`src/rtl/calc_pkg.sv`:
```
// calc_pkg -- definitions shared by the calculator block.
//   op_e          : latched operation encoding (ADD=0, SUB=1, MUL=2, DIV=3)
//   CALC_MAX_VAL  : default upper limit of each operand
//   DIG_*/SEG_*   : 4-bit digit codes and active-low segment patterns
//                   ({dp,g,f,e,d,c,b,a}) for 0-9, blank and minus
//   seg_decode()  : digit code -> segment pattern
package calc_pkg;

  typedef enum logic [1:0] {
    OP_ADD = 2'd0,
    OP_SUB = 2'd1,
    OP_MUL = 2'd2,
    OP_DIV = 2'd3
  } op_e;

  localparam int unsigned CALC_MAX_VAL = 99;

  // Digit codes 0-9 are the decimal value itself.
  localparam logic [3:0] DIG_BLANK = 4'd10;
  localparam logic [3:0] DIG_MINUS = 4'd11;

  localparam logic [7:0] SEG_0     = 8'hC0;
  localparam logic [7:0] SEG_1     = 8'hF9;
  localparam logic [7:0] SEG_2     = 8'hA4;
  localparam logic [7:0] SEG_3     = 8'hB0;
  localparam logic [7:0] SEG_4     = 8'h99;
  localparam logic [7:0] SEG_5     = 8'h92;
  localparam logic [7:0] SEG_6     = 8'h82;
  localparam logic [7:0] SEG_7     = 8'hF8;
  localparam logic [7:0] SEG_8     = 8'h80;
  localparam logic [7:0] SEG_9     = 8'h90;
  localparam logic [7:0] SEG_BLANK = 8'hFF;
  localparam logic [7:0] SEG_MINUS = 8'hBF;

  function automatic logic [7:0] seg_decode(input logic [3:0] code);
    logic [7:0] seg;
    case (code)
      4'd0:      seg = SEG_0;
      4'd1:      seg = SEG_1;
      4'd2:      seg = SEG_2;
      4'd3:      seg = SEG_3;
      4'd4:      seg = SEG_4;
      4'd5:      seg = SEG_5;
      4'd6:      seg = SEG_6;
      4'd7:      seg = SEG_7;
      4'd8:      seg = SEG_8;
      4'd9:      seg = SEG_9;
      DIG_MINUS: seg = SEG_MINUS;
      default:   seg = SEG_BLANK;
    endcase
    return seg;
  endfunction

endpackage

```
`src/rtl/calc_ssg_mux.sv`:
```
// calc_ssg_mux -- 4-digit seven-segment multiplexer and decoder.
//   i_dig0..i_dig3 : digit codes (digit 3 leftmost), see calc_pkg
//   i_refresh      : free-running refresh counter; top 2 bits pick the digit
//   o_anode        : digit enables, active-low, one-hot-low
//   o_ssg          : segments {dp,g,f,e,d,c,b,a}, active-low, dp always off
module calc_ssg_mux
  import calc_pkg::*;
#(
  parameter int unsigned REFRESH_BITS = 17
) (
  input  logic [3:0]              i_dig0,
  input  logic [3:0]              i_dig1,
  input  logic [3:0]              i_dig2,
  input  logic [3:0]              i_dig3,
  input  logic [REFRESH_BITS-1:0] i_refresh,
  output logic [3:0]              o_anode,
  output logic [7:0]              o_ssg
);

  logic [1:0] w_sel;
  logic [3:0] w_code;
  logic       w_unused;

  assign w_sel    = i_refresh[REFRESH_BITS-1 -: 2];
  // Low counter bits only set the slot length.
  assign w_unused = ^i_refresh[REFRESH_BITS-3:0];

  always_comb begin
    o_anode = 4'b1110;
    w_code  = i_dig0;
    case (w_sel)
      2'd0: begin o_anode = 4'b1110; w_code = i_dig0; end
      2'd1: begin o_anode = 4'b1101; w_code = i_dig1; end
      2'd2: begin o_anode = 4'b1011; w_code = i_dig2; end
      2'd3: begin o_anode = 4'b0111; w_code = i_dig3; end
      default: begin o_anode = 4'b1110; w_code = i_dig0; end
    endcase
  end

  assign o_ssg = seg_decode(w_code);

endmodule

```
`src/rtl/calculator.sv`:
```
// calculator -- two-operand push-button calculator with 4-digit display.
//   clk      : clock, rising edge
//   rst      : asynchronous active-low reset
//   B[0]     : display mode (0 operands, 1 result)
//   B[4:1]   : add, sub, mul, div select (edge-triggered)
//   B[8:5]   : n2 down, n2 up, n1 down, n1 up (edge-triggered)
//   ssgAnode : digit enables, active-low
//   ssg      : segments {dp,g,f,e,d,c,b,a}, active-low
//   result   : registered result magnitude
//   n1, n2   : current operands (0..MAX_VAL)
// Build option: define CALC_WRAP_EN to make operands wrap instead of saturate.
module calculator
  import calc_pkg::*;
#(
  parameter int unsigned REFRESH_BITS = 17,
  parameter int unsigned MAX_VAL      = CALC_MAX_VAL
) (
  input  logic        clk,
  input  logic        rst,
  input  logic [8:0]  B,
  output logic [3:0]  ssgAnode,
  output logic [7:0]  ssg,
  output logic [13:0] result,
  output logic [6:0]  n1,
  output logic [6:0]  n2
);

`ifdef CALC_WRAP_EN
  localparam bit WRAP = 1'b1;
`else
  localparam bit WRAP = 1'b0;
`endif

  localparam logic [6:0] L_MAX = 7'(MAX_VAL);

  logic [7:0]              r_b_prev;
  logic                    r_armed;
  logic [6:0]              r_n1;
  logic [6:0]              r_n2;
  op_e                     r_op;
  logic [13:0]             r_result;
  logic                    r_neg;
  logic                    r_err;
  logic [REFRESH_BITS-1:0] r_refresh;
  logic                    r_mode;

  logic [7:0] w_edge;
  logic       w_slot_start;
  logic       w_mode;
  logic [3:0] w_d0, w_d1, w_d2, w_d3;
  logic [3:0] w_th, w_hu, w_te, w_un;

  // r_armed stays low for the first cycle after reset so r_b_prev captures
  // any button still held, instead of that button registering as an edge.
  assign w_edge = r_armed ? (B[8:1] & ~r_b_prev) : '0;

  function automatic logic [6:0] step(input logic [6:0] v, input logic up,
                                      input logic dn);
    logic [6:0] nv;
    nv = v;
    if (up && !dn) begin
      if (v == L_MAX) nv = WRAP ? '0 : L_MAX;
      else            nv = v + 7'd1;
    end else if (dn && !up) begin
      if (v == '0) nv = WRAP ? L_MAX : '0;
      else         nv = v - 7'd1;
    end
    return nv;
  endfunction

  assign w_slot_start = (r_refresh[REFRESH_BITS-3:0] == '0);
  // Mode is sampled on the first cycle of each digit slot and held for the
  // rest of it, so a B[0] change lands on a slot boundary.
  assign w_mode = w_slot_start ? B[0] : r_mode;

  always_ff @(posedge clk or negedge rst) begin
    if (!rst) begin
      r_b_prev  <= '0;
      r_armed   <= 1'b0;
      r_n1      <= '0;
      r_n2      <= '0;
      r_op      <= OP_ADD;
      r_result  <= '0;
      r_neg     <= 1'b0;
      r_err     <= 1'b0;
      r_refresh <= '0;
      r_mode    <= 1'b0;
    end else begin
      r_b_prev  <= B[8:1];
      r_armed   <= 1'b1;
      r_n1      <= step(r_n1, w_edge[4], w_edge[5]);
      r_n2      <= step(r_n2, w_edge[6], w_edge[7]);
      r_refresh <= r_refresh + REFRESH_BITS'(1);
      if (w_slot_start) r_mode <= B[0];

      if      (w_edge[0]) r_op <= OP_DIV;
      else if (w_edge[1]) r_op <= OP_MUL;
      else if (w_edge[2]) r_op <= OP_SUB;
      else if (w_edge[3]) r_op <= OP_ADD;

      case (r_op)
        OP_ADD: r_result <= 14'(r_n1) + 14'(r_n2);
        OP_SUB: r_result <= (r_n1 >= r_n2) ? 14'(r_n1 - r_n2)
                                           : 14'(r_n2 - r_n1);
        OP_MUL: r_result <= 14'(r_n1) * 14'(r_n2);
        OP_DIV: r_result <= (r_n2 == '0) ? '0 : 14'(r_n1 / r_n2);
        default: r_result <= '0;
      endcase
      r_neg <= (r_op == OP_SUB) && (r_n1 < r_n2);
      r_err <= (r_op == OP_DIV) && (r_n2 == '0);
    end
  end

  assign w_th = 4'((r_result / 14'd1000) % 14'd10);
  assign w_hu = 4'((r_result / 14'd100) % 14'd10);
  assign w_te = 4'((r_result / 14'd10) % 14'd10);
  assign w_un = 4'(r_result % 14'd10);

  always_comb begin
    w_d0 = '0;
    w_d1 = '0;
    w_d2 = '0;
    w_d3 = '0;
    if (!w_mode) begin
      w_d3 = 4'(r_n1 / 7'd10);
      w_d2 = 4'(r_n1 % 7'd10);
      w_d1 = 4'(r_n2 / 7'd10);
      w_d0 = 4'(r_n2 % 7'd10);
    end else if (r_err) begin
      w_d3 = DIG_MINUS;
      w_d2 = DIG_MINUS;
      w_d1 = DIG_MINUS;
      w_d0 = DIG_MINUS;
    end else begin
      w_d0 = w_un;
      w_d1 = ((w_th | w_hu | w_te) == '0) ? DIG_BLANK : w_te;
      w_d2 = ((w_th | w_hu) == '0) ? DIG_BLANK : w_hu;
      w_d3 = (w_th == '0) ? DIG_BLANK : w_th;
      if (r_neg) w_d3 = DIG_MINUS;
    end
  end

  calc_ssg_mux #(
    .REFRESH_BITS(REFRESH_BITS)
  ) u_mux (
    .i_dig0   (w_d0),
    .i_dig1   (w_d1),
    .i_dig2   (w_d2),
    .i_dig3   (w_d3),
    .i_refresh(r_refresh),
    .o_anode  (ssgAnode),
    .o_ssg    (ssg)
  );

  assign result = r_result;
  assign n1     = r_n1;
  assign n2     = r_n2;

endmodule

```
`config.mk`:
```
export PLATFORM = sky130hd
export DESIGN_NAME = calculator
export DESIGN_NICKNAME = d
export VERILOG_FILES = /design/src/rtl/calc_pkg.sv /design/src/rtl/calc_ssg_mux.sv /design/src/rtl/calculator.sv
export SDC_FILE = /design/constraint.sdc
export NUM_CORES = 1
export LEC_CHECK = 0
export CORE_MARGIN = 1.5
export CORE_UTILIZATION = 40
export CTS_CLUSTER_SIZE = 28
export DETAILED_ROUTE_END_ITERATION = 10
export HOLD_SLACK_MARGIN = 0.1
export PLACE_DENSITY = 0.57
export SETUP_SLACK_MARGIN = 0.02
export SYNTH_ARGS = -nofsm -noshare
export SYNTH_HDL_FRONTEND = slang
export SYNTH_SLANG_ARGS = --single-unit
```
`constraint.sdc`:
```
create_clock -name clk -period 29.8 [get_ports clk]
set_input_delay 5.96 -clock clk [delete_from_list [all_inputs] [get_ports clk]]
set_output_delay 5.96 -clock clk [all_outputs]
set_load 0.02 [all_outputs]
```
* Yosys cells after proc, flatten, opt, wreduce, memory -nomap -nowiden *
Memories as Yosys holds them, arrays and structs flattened.
Index checks and enable logic that the tools add are counted.

operators by class
  $add $sub $neg = 8
  $mul = 1
  div/mod/pow operators = 12
  $lt $le $gt $ge = 2
  equality and inequality tests = 8
  muxes and demuxes = 31
  bitwise operators = 4
  reductions and logical operators = 21

operators by type and width
  kind                                                                 number
  14-bit by 4-bit modulo with 14-bit output (second input constant)    4
  7-bit 2-to-1 mux                                                     8
  14-bit one-hot mux with 4 select lines                               1
  4-bit 2-to-1 mux                                                     12
  4-bit one-hot mux with 4 select lines                                2
  14-bit 2-to-1 mux                                                    2
  17-bit by 1-bit adder with 17-bit output (second input constant)     1
  7-bit by 7-bit subtractor with 8-bit output                          2
  15-bit zero test                                                     1
  7-bit by 1-bit adder with 7-bit output (second input constant)       2
  14-bit by 10-bit divider with 14-bit output (second input constant)  1
  14-bit by 4-bit divider with 14-bit output (second input constant)   1
  14-bit by 7-bit divider with 14-bit output (second input constant)   1
  7-bit by 4-bit divider with 7-bit output (second input constant)     2
  7-bit by 7-bit divider with 14-bit output                            1
  7-bit == test (second input constant)                                2
  7-bit zero test                                                      2
  7-bit by 4-bit modulo with 7-bit output (second input constant)      2
  7-bit by 7-bit multiplier with 14-bit output                         1
  7-bit by 1-bit subtractor with 7-bit output (second input constant)  2
  4-bit zero test                                                      3
  7-bit by 7-bit adder with 8-bit output                               1
  8-bit AND                                                            1
  2-bit == test (second input constant)                                4
  13 further kinds                                                     28

word-level totals
  register bits = 59
  ROM bits = 112
  output and inout port bits = 40
  memories kept = 1

memories
  name             depth  width  read ports  clocked after memory_dff  wr ports  line            RTL
  (no name shown)  16     7      1           0                         0         calc_pkg.sv:37  case (code)

* Logic depth before layout (Yosys ltp) *
An unclocked memory read counts as a cell.

  depth in word-level cells = 10
  gate-level depth with buffers = 130

* By module *
Synthesis repeated with hierarchy kept, for this count alone.

unflattened totals
  cells, all modules = 2,038
  area, all modules = 14,894.3 um2

modules (own cells, without submodules)
  module        times used  cells each  area each (um2)  sequential area each (um2)
  calculator    1           1,990       14,471.4         1,476.4
  calc_ssg_mux  1           48          422.9            0.0

* Least setup slack after synthesis *
Ideal clock, no wire load.

  path type = flip-flop to flip-flop
  start point = register r_n2[5], in the netlist n2[5]
  end point = register r_result[0], in the netlist result[0]
  arrival = 25.692 ns
  slack = 3.978 ns
  cell stages (with the launch flop) = 130
  path buffers = 7
  period minus slack after synthesis = 25.822 ns
  cells stage by stage = dfrtp_1 > clkbuf_1 > inv_1 > ha_1 > nor2b_1 > nand3_1 > a21oi_1 > ha_1 > o21a_1 > nor2_1 > o22ai_1 > mux2_2 > ha_1 > and4_1 > nand3_1 > a21oi_1 > mux2_2 > ha_1 > [... 94 more ...] > a21o_1 > a21oi_1 > and3_1 > o211ai_1 > clkbuf_1 > nor2_1 > a21oi_1 > ha_1 > o21ai_0 > nand2b_1 > a21o_1 > a21oi_1 > nor2b_1 > o21ai_0 > nand2b_1 > a211oi_1 > nor4b_1 > o21ai_0

on the way
  word-level cells in the longest chain between the ends = 3
  elaborated cells between the ends (all ways) = 6

RTL lines
  element                                                            line                                  RTL
  start: declaration                                                 calculator.sv:39                      logic [6:0] r_n2;
  start signal: assignment                                           calculator.sv:92                      r_n2 <= step(r_n2, w_edge[6], w_edge[7]);
  7-bit by 7-bit divider with 14-bit output (tied with other cells)  calculator.sv:106                     OP_DIV: r_result <= (r_n2 == '0) ? '0 : 14'(r_n1 / r_n2);
  14-bit 2-to-1 mux, on equally long branches                        calculator.sv:106, calculator.sv:103
  14-bit one-hot mux with 4 select lines *                           calculator.sv:101                     case (r_op)
  end signal: assignment                                             calculator.sv:102                     OP_ADD: r_result <= 14'(r_n1) + 14'(r_n2);
  end signal: assignment                                             calculator.sv:103                     OP_SUB: r_result <= (r_n1 >= r_n2) ? 14'(r_n1 - r_n2)
  end signal: assignment                                             calculator.sv:106
  end: declaration                                                   calculator.sv:41                      logic [13:0] r_result;

Mark *: on every way between the ends. The rest lies on a longest branch, timed or not.
A chain may end at the register's enable or synchronous reset.

* Worst setup path after layout *
Ends and elaborated chain as after synthesis.

==> metrics.md <==
| Metric | Value |
|---|---|
| Status | completed |
| Hold WC Path Type | flop to flop |
| Initial Util | 40.98% |
| RSZ-0062 raised after global routing | false |
| Post-Route WL | 47.79 mm |
| Number of cell rows | 69 |
| Post-route DRC | 0 |
| Initial antenna violation count | 0 |
| Layout Skew | ~16 ps |
| Tmin final | 27,370 ps |
| GRT overflow | 0 |
| Mapped Area | ~15,000 sq um |
| CTS Buf Count | 9 |
| Fin nets | 2,183 |
| P&R area growth vs syn | 7.507% |
| Fin. max-slew vios | 0 |
| Drt pass-1 iters | 6 |
| Post-route ant nets | 0 |
| CTS max path bufs | 2 |
| Clock Tree Root | clkbuf_16 |
| Vias post-DR | 15,280 |
| Post-synth top flop | dfrtp_1 |
| IO Count | 51 |
| Via/cell ratio | 6.249 |
| R2R cell count | ~120 |
| Endpoints failing hold | 0 |
| Initial DRC Count | 1,447 |
| Crit path top cell by count | o21a_1 |
| FFs w/ async S/R, synth | 100.0% |
| Area leader, netlist | ha_1 |
| Fmax | ~37 MHz |
| Core Area | 35,830 sq um |
| Worst Tran Pin Value | 1009 ps |
| ANT cells | 0 |
| Max Cap Viol | 0 |
| # resized after CTS | 0 |
| Port Buffers | 49 |
| Hold_buf cts | 0 |
| Die area | 37,870 sq um |
| Fin Hold WS | ~500 ps |
| DIE WIDTH | 194.6 um |
| Die height | around 190 um |
| Post-CTS setup buffers | 0 |
| Netlist cell types | 106 |
| Layout Cell Area excl Fill | 15,790 sq um |
| Post-synth top cells | 179 x nor2_1, 171 x nand2_1, 165 x ha_1 |
| Clock Latency Late Sink | roughly 350 ps |
| Global-route wire length before repair | 77.44 mm |
| Finish-stage setup viols | 0 |
| Crit path capture type | flop |
| H-tree levels | 3 |
| Post-detail-place hpwl | 35.28 mm |
| Share of layout cells above drive strength 1 | 6.902% |
| Hold path depth | 1 |
| Routability Congestion | 0.9220 |
| CTS Sinks | between 50 and 60 |
| Worst Path Class, Setup | flop to flop |
| Crit path DAT | 27,590 ps |
| Seq cells post-synth | 59 |
| All-Layer GR Usage | 25.04% |
| Reg clk slew, reported paths | roughly 70 ps |
| Slew margin rel. | approximately a third |
| Required time worst endpoint | 30,020 ps |
| Setup tns final | 0 ps |
| Largest net degree at the start of global routing | 61 |
| Vias in the first global route | around 15,000 |
| Most frequent cell after synthesis | nor2_1 |
| Post-DP Area | 15,480 sq um |
| Post-synth top area share | around 14% |
| Drt wl/cell | 19.54 um |
| Sequential-to-total area share from yosys stat | 10.06% |
| Worst Setup Start Kind | flop |
| Final cycle utilization of the critical path | 91.83% |
| Gate Count Post-Synth | 1,991 |
| Avg Inst Size Synth | 7.375 sq um |
| Post-synth EDFFs | 0 |
| Fillers | 3,667 |
| CTS tree | done |
| Crit-path slowest cell | inv_1 |
| Yosys Warn Count | 0 |
| Critical path peak fanout | 17 |
| Synth area leaders | ha_1 14%, dfrtp_1 10%, nor2_1 4.6%, nand2_1 4.4%, o21ai_0 4.3% |
| Slowest Stage Delay on Critical Path | between 700 and 800 ps |
[kinds of logic (layout without fill, tap and decap cells)]
| group | Yosys count | in the layout | synth area share (%) |
|---|---|---|---|
| mux | 78 | 78 | 5.624 |
| compound gates | 629 | 629 | 30.02 |
| xor+xnor | 85 | 85 | 5.070 |
| flops | 59 | 59 | 10.06 |
| buf+inv | 217 | 205 | 6.510 |
| other cells | 2 | 8 | 0.05115 |
| simple gates | 723 | 723 | 24.51 |
| fa+ha+maj | 198 | 198 | 18.16 |
[path summary, 6_finish.rpt]
| check | startpoint | end | slack [ps] |
|---|---|---|---|
| max reg2reg | n2[5] | result[0] | 2430 |
| max in group asynchronous | rst | result[11] | 23430 |
| min | r_refresh[14] | r_refresh[14] | 490 |
| max | n2[5] | result[0] | 2430 |
| min reg2reg | r_refresh[14] | r_refresh[14] | 490 |
| min in group asynchronous | rst | r_b_prev[2] | 5790 |
[worst max-delay path: cells and delay by family (launching register included)]
| kind | cells | cell delay, ps |
|---|---|---|
| mux | 6 | 1980 |
| flops | 1 | 620 |
| simple gates | 29 | 5140 |
| fa+ha+maj | 14 | 4120 |
| compound gates | 71 | 13840 |
| buf+inv | 4 | 1470 |
[per-layer routing]
metal / global-route usage, % / routed length [um] / vias up
met4: 9.549 / 1598 / 0
met3: 2.395 / 2540 / 96
met1: 32.27 / 21090 / 7289
met5: 0 / 0 / -
li1: - / - / 7417
met2: 43.09 / 22550 / 482
[through the flow]
stage	instances	util, %	setup slack [ps]
3_3_place_gp	2430	43.20	3683
3_5_place_dp	2430	43.20	2817
4_1_cts	2446	44.06	2756
6_report	2446	44.06	2433
5_1_grt	2446	44.06	36.21
2_1_floorplan	1997	-	3978
[state kept, by name (all words and copies together) (netlist names)]
register and count:
n1 7, n2 7, r_armed 1, r_b_prev 8
r_err 1, r_mode 1, r_neg 1, r_op 2
r_refresh 17, result 14
[layout by cell type, fill, tap and decap left out, drive strengths merged, types with 33 or more instances in the layout]
cell type | synthesis | routed
nor2 | 180 | 180
nand2 | 172 | 172
ha | 165 | 165
o21ai | 128 | 128
a21oi | 105 | 105
inv | 100 | 104
nor3 | 103 | 103
o21a | 73 | 73
xnor2 | 70 | 70
dfrtp | 59 | 59
nand3 | 56 | 56
clkdlybuf4s50 | 0 | 48
mux2i | 45 | 45
nand2b | 37 | 37
o31ai | 37 | 37
buf | 40 | 33
mux2 | 33 | 33
[final cells by class]
type	count	area (sq um)	share of cell area [%]
Sequential cell	59	1478	9.361
Clock inverter	7	82.58	0.5231
Tap cell	461	576.8	3.654
Multi-Input combinational cell	1721	12290	77.87
Clock buffer	9	225.2	1.427
Timing Repair Buffer	81	725.7	4.597
Inverter	108	405.4	2.568
Power is not shown: default switching activity piles up to over one toggle a cycle in this logic, so the estimate is an artifact.
